### src/rtl/definitions.svh
// Global widths shared by the memory subsystem: byte width and byte-address width.
`ifndef DEFINITIONS_SVH
`define DEFINITIONS_SVH
localparam int BYTE  = 8;
localparam int NBITS = 16;
`endif

### src/rtl/mem_ctrl_pkg.sv
// Shared types and constants for the word memory controller and its byte RAM.
package mem_ctrl_pkg;
`include "definitions.svh"

    localparam int WORD_BYTES_DEF = 4;

    typedef enum logic [1:0] {IDLE, WRITE, READ, DONE} mem_ctrl_state_t;
endpackage

### src/rtl/ram_bus.sv
// Byte-wide RAM bus between the word controller (master) and the RAM (slave).
interface ram_bus;
    import mem_ctrl_pkg::*;

    logic             we;
    logic [BYTE-1:0]  data;
    logic [NBITS-1:0] addr;
    logic [BYTE-1:0]  q;

    modport master (output we, output data, output addr, input q);
    modport slave  (input we, input data, input addr, output q);
endinterface

### src/rtl/word_mem_ctrl.sv
// Word-access controller: splits one word request into big-endian byte accesses on a byte RAM.
// Optional single-byte accesses are enabled with the WORD_MEM_BYTE_ACCESS_EN macro.
//
// state | meaning
// IDLE  | ready for a request, bus quiet at the last base address
// WRITE | one byte written per cycle, cnt selects the lane
// READ  | one address per cycle, read data captured one cycle behind the address
// DONE  | one-cycle response pulse
module word_mem_ctrl
    import mem_ctrl_pkg::*;
#(
    parameter int WORD_BYTES = WORD_BYTES_DEF
) (
    input  logic                       clk,
    input  logic                       rst_n,
    input  logic                       req_valid,
    output logic                       req_ready,
    input  logic                       req_we,
    input  logic [NBITS-1:0]           req_addr,
    input  logic [WORD_BYTES*BYTE-1:0] req_wdata,
`ifdef WORD_MEM_BYTE_ACCESS_EN
    input  logic                       req_byte,
`endif
    output logic                       rsp_valid,
    output logic [WORD_BYTES*BYTE-1:0] rsp_rdata,
    ram_bus.master                     bus
);
    localparam int W  = WORD_BYTES*BYTE;
    localparam int CW = $clog2(WORD_BYTES+1);
    localparam logic [CW-1:0] WR_LAST_WORD = CW'(WORD_BYTES-1);
    localparam logic [CW-1:0] RD_LAST_WORD = CW'(WORD_BYTES);

    mem_ctrl_state_t  state;
    logic [NBITS-1:0] base;
    logic [W-1:0]     wbuf;
    logic [CW-1:0]    cnt;
    logic [CW-1:0]    cnt_nxt;
    logic [CW-1:0]    wr_last;
    logic [CW-1:0]    rd_last;
    logic [NBITS-1:0] addr_nxt;
    logic [BYTE-1:0]  wbyte_nxt;
    logic [W-1:0]     rdata_upd;
    logic             byte_req;
    logic             byte_mode;

`ifdef WORD_MEM_BYTE_ACCESS_EN
    assign byte_req = req_byte;
`else
    assign byte_req  = 1'b0;
    assign byte_mode = 1'b0;
`endif

    assign req_ready = rst_n && (state == IDLE);
    assign cnt_nxt   = cnt + 1'b1;
    assign wr_last   = byte_mode ? '0 : WR_LAST_WORD;
    assign rd_last   = byte_mode ? CW'(1) : RD_LAST_WORD;
    assign addr_nxt  = base + NBITS'(cnt_nxt);

    always_comb begin
        wbyte_nxt = '0;
        for (int k = 0; k < WORD_BYTES; k++) begin
            if (cnt_nxt == CW'(k)) begin
                wbyte_nxt = wbuf[W-1-k*BYTE -: BYTE];
            end
        end
    end

    // RAM data lags the address by one cycle, so count n lands in lane n-1
    always_comb begin
        rdata_upd = rsp_rdata;
        if (byte_mode) begin
            rdata_upd = W'(bus.q);
        end else begin
            for (int k = 0; k < WORD_BYTES; k++) begin
                if (cnt == CW'(k+1)) begin
                    rdata_upd[W-1-k*BYTE -: BYTE] = bus.q;
                end
            end
        end
    end

    always_ff @(posedge clk) begin
        if (!rst_n) begin
            state     <= IDLE;
            cnt       <= '0;
            base      <= '0;
            wbuf      <= '0;
            rsp_rdata <= '0;
            rsp_valid <= 1'b0;
            bus.we    <= 1'b0;
            bus.addr  <= '0;
            bus.data  <= '0;
`ifdef WORD_MEM_BYTE_ACCESS_EN
            byte_mode <= 1'b0;
`endif
        end else begin
            rsp_valid <= 1'b0;
            case (state)
                IDLE: begin
                    if (req_valid) begin
                        base     <= req_addr;
                        cnt      <= '0;
                        bus.addr <= req_addr;
                        bus.we   <= req_we;
`ifdef WORD_MEM_BYTE_ACCESS_EN
                        byte_mode <= req_byte;
`endif
                        // a lone byte is parked in lane 0 so the write path is shared
                        if (byte_req) begin
                            wbuf     <= req_wdata << (W-BYTE);
                            bus.data <= req_wdata[BYTE-1:0];
                        end else begin
                            wbuf     <= req_wdata;
                            bus.data <= req_wdata[W-1 -: BYTE];
                        end
                        state <= req_we ? WRITE : READ;
                    end
                end
                WRITE: begin
                    cnt <= cnt_nxt;
                    if (cnt == wr_last) begin
                        state     <= DONE;
                        bus.we    <= 1'b0;
                        bus.addr  <= base;
                        rsp_valid <= 1'b1;
                    end else begin
                        bus.addr <= addr_nxt;
                        bus.data <= wbyte_nxt;
                    end
                end
                READ: begin
                    cnt <= cnt_nxt;
                    if (cnt != '0) begin
                        rsp_rdata <= rdata_upd;
                    end
                    if (cnt == rd_last) begin
                        state     <= DONE;
                        bus.addr  <= base;
                        rsp_valid <= 1'b1;
                    end else begin
                        bus.addr <= addr_nxt;
                    end
                end
                DONE: begin
                    state <= IDLE;
                end
                default: begin
                    state <= IDLE;
                end
            endcase
        end
    end
endmodule

### src/flat_wrapper.sv
// flat-port wrapper written by rule: the top's interface ports become plain ports
module word_mem_ctrl_flat import mem_ctrl_pkg::*;
#(
    parameter int WORD_BYTES = WORD_BYTES_DEF
)
  (clk, rst_n, req_valid, req_ready, req_we, req_addr, req_wdata, rsp_valid, rsp_rdata, bus_we, bus_data, bus_addr, bus_q);
  ram_bus bus_i ();
  input  logic clk;
  input  logic rst_n;
  input  logic req_valid;
  output logic req_ready;
  input  logic req_we;
  input  logic [NBITS-1:0] req_addr;
  input  logic [WORD_BYTES*BYTE-1:0] req_wdata;
  output logic rsp_valid;
  output logic [WORD_BYTES*BYTE-1:0] rsp_rdata;
  output wire logic [$bits(bus_i.we)-1:0] bus_we;
  output wire logic [$bits(bus_i.data)-1:0] bus_data;
  output wire logic [$bits(bus_i.addr)-1:0] bus_addr;
  input wire logic [$bits(bus_i.q)-1:0] bus_q;
  assign bus_we = bus_i.we;
  assign bus_data = bus_i.data;
  assign bus_addr = bus_i.addr;
  assign bus_i.q = bus_q;
  word_mem_ctrl #(.WORD_BYTES(WORD_BYTES)) u_core (.clk(clk), .rst_n(rst_n), .req_valid(req_valid), .req_ready(req_ready), .req_we(req_we), .req_addr(req_addr), .req_wdata(req_wdata), .rsp_valid(rsp_valid), .rsp_rdata(rsp_rdata), .bus(bus_i));
endmodule
### config.mk
export PLATFORM = sky130hd
export DESIGN_NAME = word_mem_ctrl_flat
export DESIGN_NICKNAME = d
export VERILOG_FILES = /design/src/rtl/mem_ctrl_pkg.sv /design/src/rtl/ram_bus.sv /design/src/rtl/word_mem_ctrl.sv /design/src/flat_wrapper.sv
export VERILOG_INCLUDE_DIRS = /design/src /design/src/rtl
export SDC_FILE = /design/constraint.sdc
export NUM_CORES = 1
export LEC_CHECK = 0
export ABC_CLOCK_PERIOD_IN_PS = 2420
export BUFFER_PORTS_ARGS = -buffer_cell sky130_fd_sc_hd__buf_2
export CAP_MARGIN = 20
export CORE_ASPECT_RATIO = 0.9
export CORE_MARGIN = 5
export CORE_UTILIZATION = 40
export DETAILED_ROUTE_END_ITERATION = 7
export PLACE_DENSITY = 0.74
export SYNTH_ARGS = -nofsm -noshare
export SYNTH_HDL_FRONTEND = slang
export SYNTH_SLANG_ARGS = --single-unit
### constraint.sdc
create_clock -name clk -period 2.42 [get_ports clk]
set_input_delay 0.121 -clock clk [delete_from_list [all_inputs] [get_ports clk]]
set_output_delay 0.121 -clock clk [all_outputs]
set_load 0.01 [all_outputs]
==> run summary <==
worst vdd ir - 0.583 mV
syn avg cell area - 7.83 um^2
Root Buffer - clkbuf_16
routed vias - 4889
crit path max fanout - 5
end of the critical path - u_core.bus.addr[13]
Worst Reg-to-Reg Cells - 9
asr flop ratio synth - 0
P_sw - 2.74 mW
Inserted Diodes - 0
EDFF count, synth - 0
area growth from synthesis to final layout - 24.2%
ratio of final minimum period to clock period - 0.951
worst-margin pin slew - 0.622 ns
Crit Path Category - flop to flop
TritonCTS clock tree - done
number of CTS-inserted buffers - 9
Clock power frac - 0.231
reg-to-reg startpoint - u_core.cnt[0]
CTS clk-pin slew, worst paths - 0.07 ns
die width - 129 um
Worst Path Required - 2.72 ns
fin cells - 930
initial antenna violation count - 1
Seq/Total Area, Yosys - 0.439
Max stage delay on crit path - 0.35 ns
Relative slew margins - 0.585
num ports - 119
R2R setup slack - 0.12 ns
syn nets - 720
# Post-CTS Setup Buffers - 0
clock buffer depth - 2
Peak Freq - 435 MHz
synthesized flop and latch total - 111
Final #Nets - 834
num rows - 39
most numerous cell on the critical path - ha_1
total grt overflow - 0
insertion delay to the later sink of the worst-skew pair - 0.35 ns
Initial DRT Pass Iterations - 5
vias in the first global route - 4556
final worst path period need - 2.30 ns
drt via density - 5.26
first-pass GRT wire length - 23000 um
final worst slack - 0.120 ns
Synth Flop Type - dfxtp_1
routed len/inst - 15.6 um
RSZ-0062 raised after global routing - false
highest-delay cell along the critical path - dfxtp_1
Static Leak - 2.69 nW
pwr/cell area - 1100 nW/um^2
max cap viols - 0
number of port buffers - 118
Overall Global Routing Usage - 0.191
critical path cell sequence - ha_1 > ha_1 > inv_1 > ha_4 > nand3_2 > a21o_1 > or3_1 > a21oi_1 > o221a_2
synthesized area - 5060 um^2
Max H-tree Level - 3
leading cell type in the layout, fill and taps excluded - nand2_1
post-route ant nets - 0
Flop pwr share - 0.352
distinct cell type count after synthesis - 47
worst reg2reg path endpoint - u_core.bus.addr[13]
Sw Ratio - 0.396
Filler cells - 1239
Hold Worst Slack - 0.0129 ns
Initial Utilization - 0.404
CP arrival - 2.60 ns
cells after synthesis - 647
routed wire length - 14500 um
fin. max-slew vios - 0
final setup violation count - 0
Clock Skews - 0.00718 ns
most frequent cells in the layout - nand2_1 (173), buf_2 (118), dfxtp_1 (111)
Die ar. - 15000 um^2
CP startpoint - u_core.cnt[0]
RD Place Congestion - 0.829
Worst Hold Class - input port to flop
clock sinks - 111
Total Power - 6.93 mW
dpl ws - -0.0117 ns
Die Ht - 117 um
core area - 12500 um^2
Synth Warn # - 0
# placed instances - 903
internal power - 4.19 mW
initial DRC count - 318
Residual DRC - 0
combinational cell fraction of total power - 0.417
largest net degree at the start of global routing - 33
layout cells sized above 1 - 0.223
Setup crit end kind - flop
status - completed
HPWL Detailed - 10200 um
Startpoint Class - flop
final hold violation count - 0
## flip-flops by register name, summed over array words and instances, names as in the netlist, 2 cells and up
register,cells
u_core.base,16
u_core.bus.data,8
u_core.bus.addr,16
u_core.cnt,3
u_core.rsp_rdata,32
u_core.state,2
u_core.wbuf,32
## area by class of cell
cell class,count,area (um^2),area share
Multi-Input combinational cell,479,2640,0.420
Sequential cell,111,2220,0.353
Timing Repair Buffer,150,858,0.137
Clock buffer,11,243,0.0386
Tap cell,164,205,0.0326
Clock inverter,5,81.3,0.0129
Inverter,10,37.5,0.00597
## worst min path at each step
| stage | from | endpoint | slack, ns | cells past startpoint |
|---|---|---|---|---|
| after floorplan | req_wdata[0] | u_core.wbuf[0] | 0.26 | 2 |
| after global placement | req_wdata[5] | u_core.wbuf[5] | 0.36 | 3 |
| after detailed placement | req_wdata[11] | u_core.wbuf[11] | 0.37 | 3 |
| after CTS | req_wdata[3] | u_core.wbuf[3] | 0.0002 | 3 |
| after global routing | req_addr[4] | u_core.base[4] | 0.006 | 3 |
| final | req_wdata[23] | u_core.wbuf[23] | 0.01 | 3 |
## stage by stage
step	cell area, um^2	TNS (ns)	util
2_1_floorplan	5060	0	-
3_3_place_gp	5820	0	0.464
3_5_place_dp	5820	-0.0117	0.464
4_1_cts	6270	0	0.500
5_1_grt	6290	0	0.501
6_report	6290	0	0.501
## routing by layer
metal | wire length, um | GRT usage | vias to the layer above
li1 | - | - | 2467
met1 | 6650 | 0.268 | 2224
met2 | 6460 | 0.288 | 176
met3 | 1150 | 0.0471 | 20
met4 | 223 | 0.0644 | 2
met5 | 13 | 0 | -
## cell usage after synthesis, types with 2 or more instances
cell type	n	area, um^2
nor2_1	24	90.1
nand2b_1	10	62.6
nor3_1	4	20.0
a221oi_1	7	61.3
nand3_1	15	75.1
o21ai_0	26	130
clkbuf_1	35	131
nand4_1	2	12.5
ha_1	12	150
o31ai_1	9	67.6
xor2_1	4	35.0
mux2i_1	8	80.1
inv_1	9	33.8
o221a_2	2	22.5
a22o_1	8	70.1
and3_1	4	25.0
a31oi_1	12	75.1
and2_1	6	37.5
a21oi_1	105	526
dfxtp_1	111	2220
nand2_1	173	649
a21o_1	5	37.5
o211ai_1	16	120
o32ai_1	3	26.3
or3_1	3	18.8
nor2b_1	2	12.5
nand4_4	2	42.5
buf_2	11	55.1
## power groups by stage
stage               combinational, mW  clock, mW  sequential, mW
CTS                              2.87       1.64            2.44
detailed placement               2.83          0            2.47
global placement                 2.81          0            2.47
global route                     3.21       1.72            2.48
finish                           2.89       1.60            2.44
floorplan                        1.86          0            2.50
## cell families (layout without fill, tap and decap cells)
family	count (synthesis)	in the layout	share of synthesized area
adder cells (fa/ha/maj)	13	13	0.0336
AND/OR/NAND/NOR	251	251	0.217
AO/OA/AOI/OAI	203	203	0.241
multiplexers	8	8	0.0158
flip-flops	111	111	0.439
XOR/XNOR	4	4	0.00692
buffers and inverters	57	176	0.0465
## critical path: cells and delay by family (launching register included)
family / cells / cell delay, ns
AND/OR/NAND/NOR: 2 / 0.43
adder cells (fa/ha/maj): 3 / 0.85
AO/OA/AOI/OAI: 3 / 0.54
buffers and inverters: 1 / 0.07
flip-flops: 1 / 0.35
## what timing repair did
| action | CTS | global route |
|---|---|---|
| endpoints found under the setup margin | 3 | 7 |
| gates cloned | 0 | 0 |
| hold buffers | 11 | 0 |
| gates resized for setup | 3 | 3 |
| hold endpoints to repair | 11 | 0 |
Note: power is estimated with default switching activity, not from simulation.
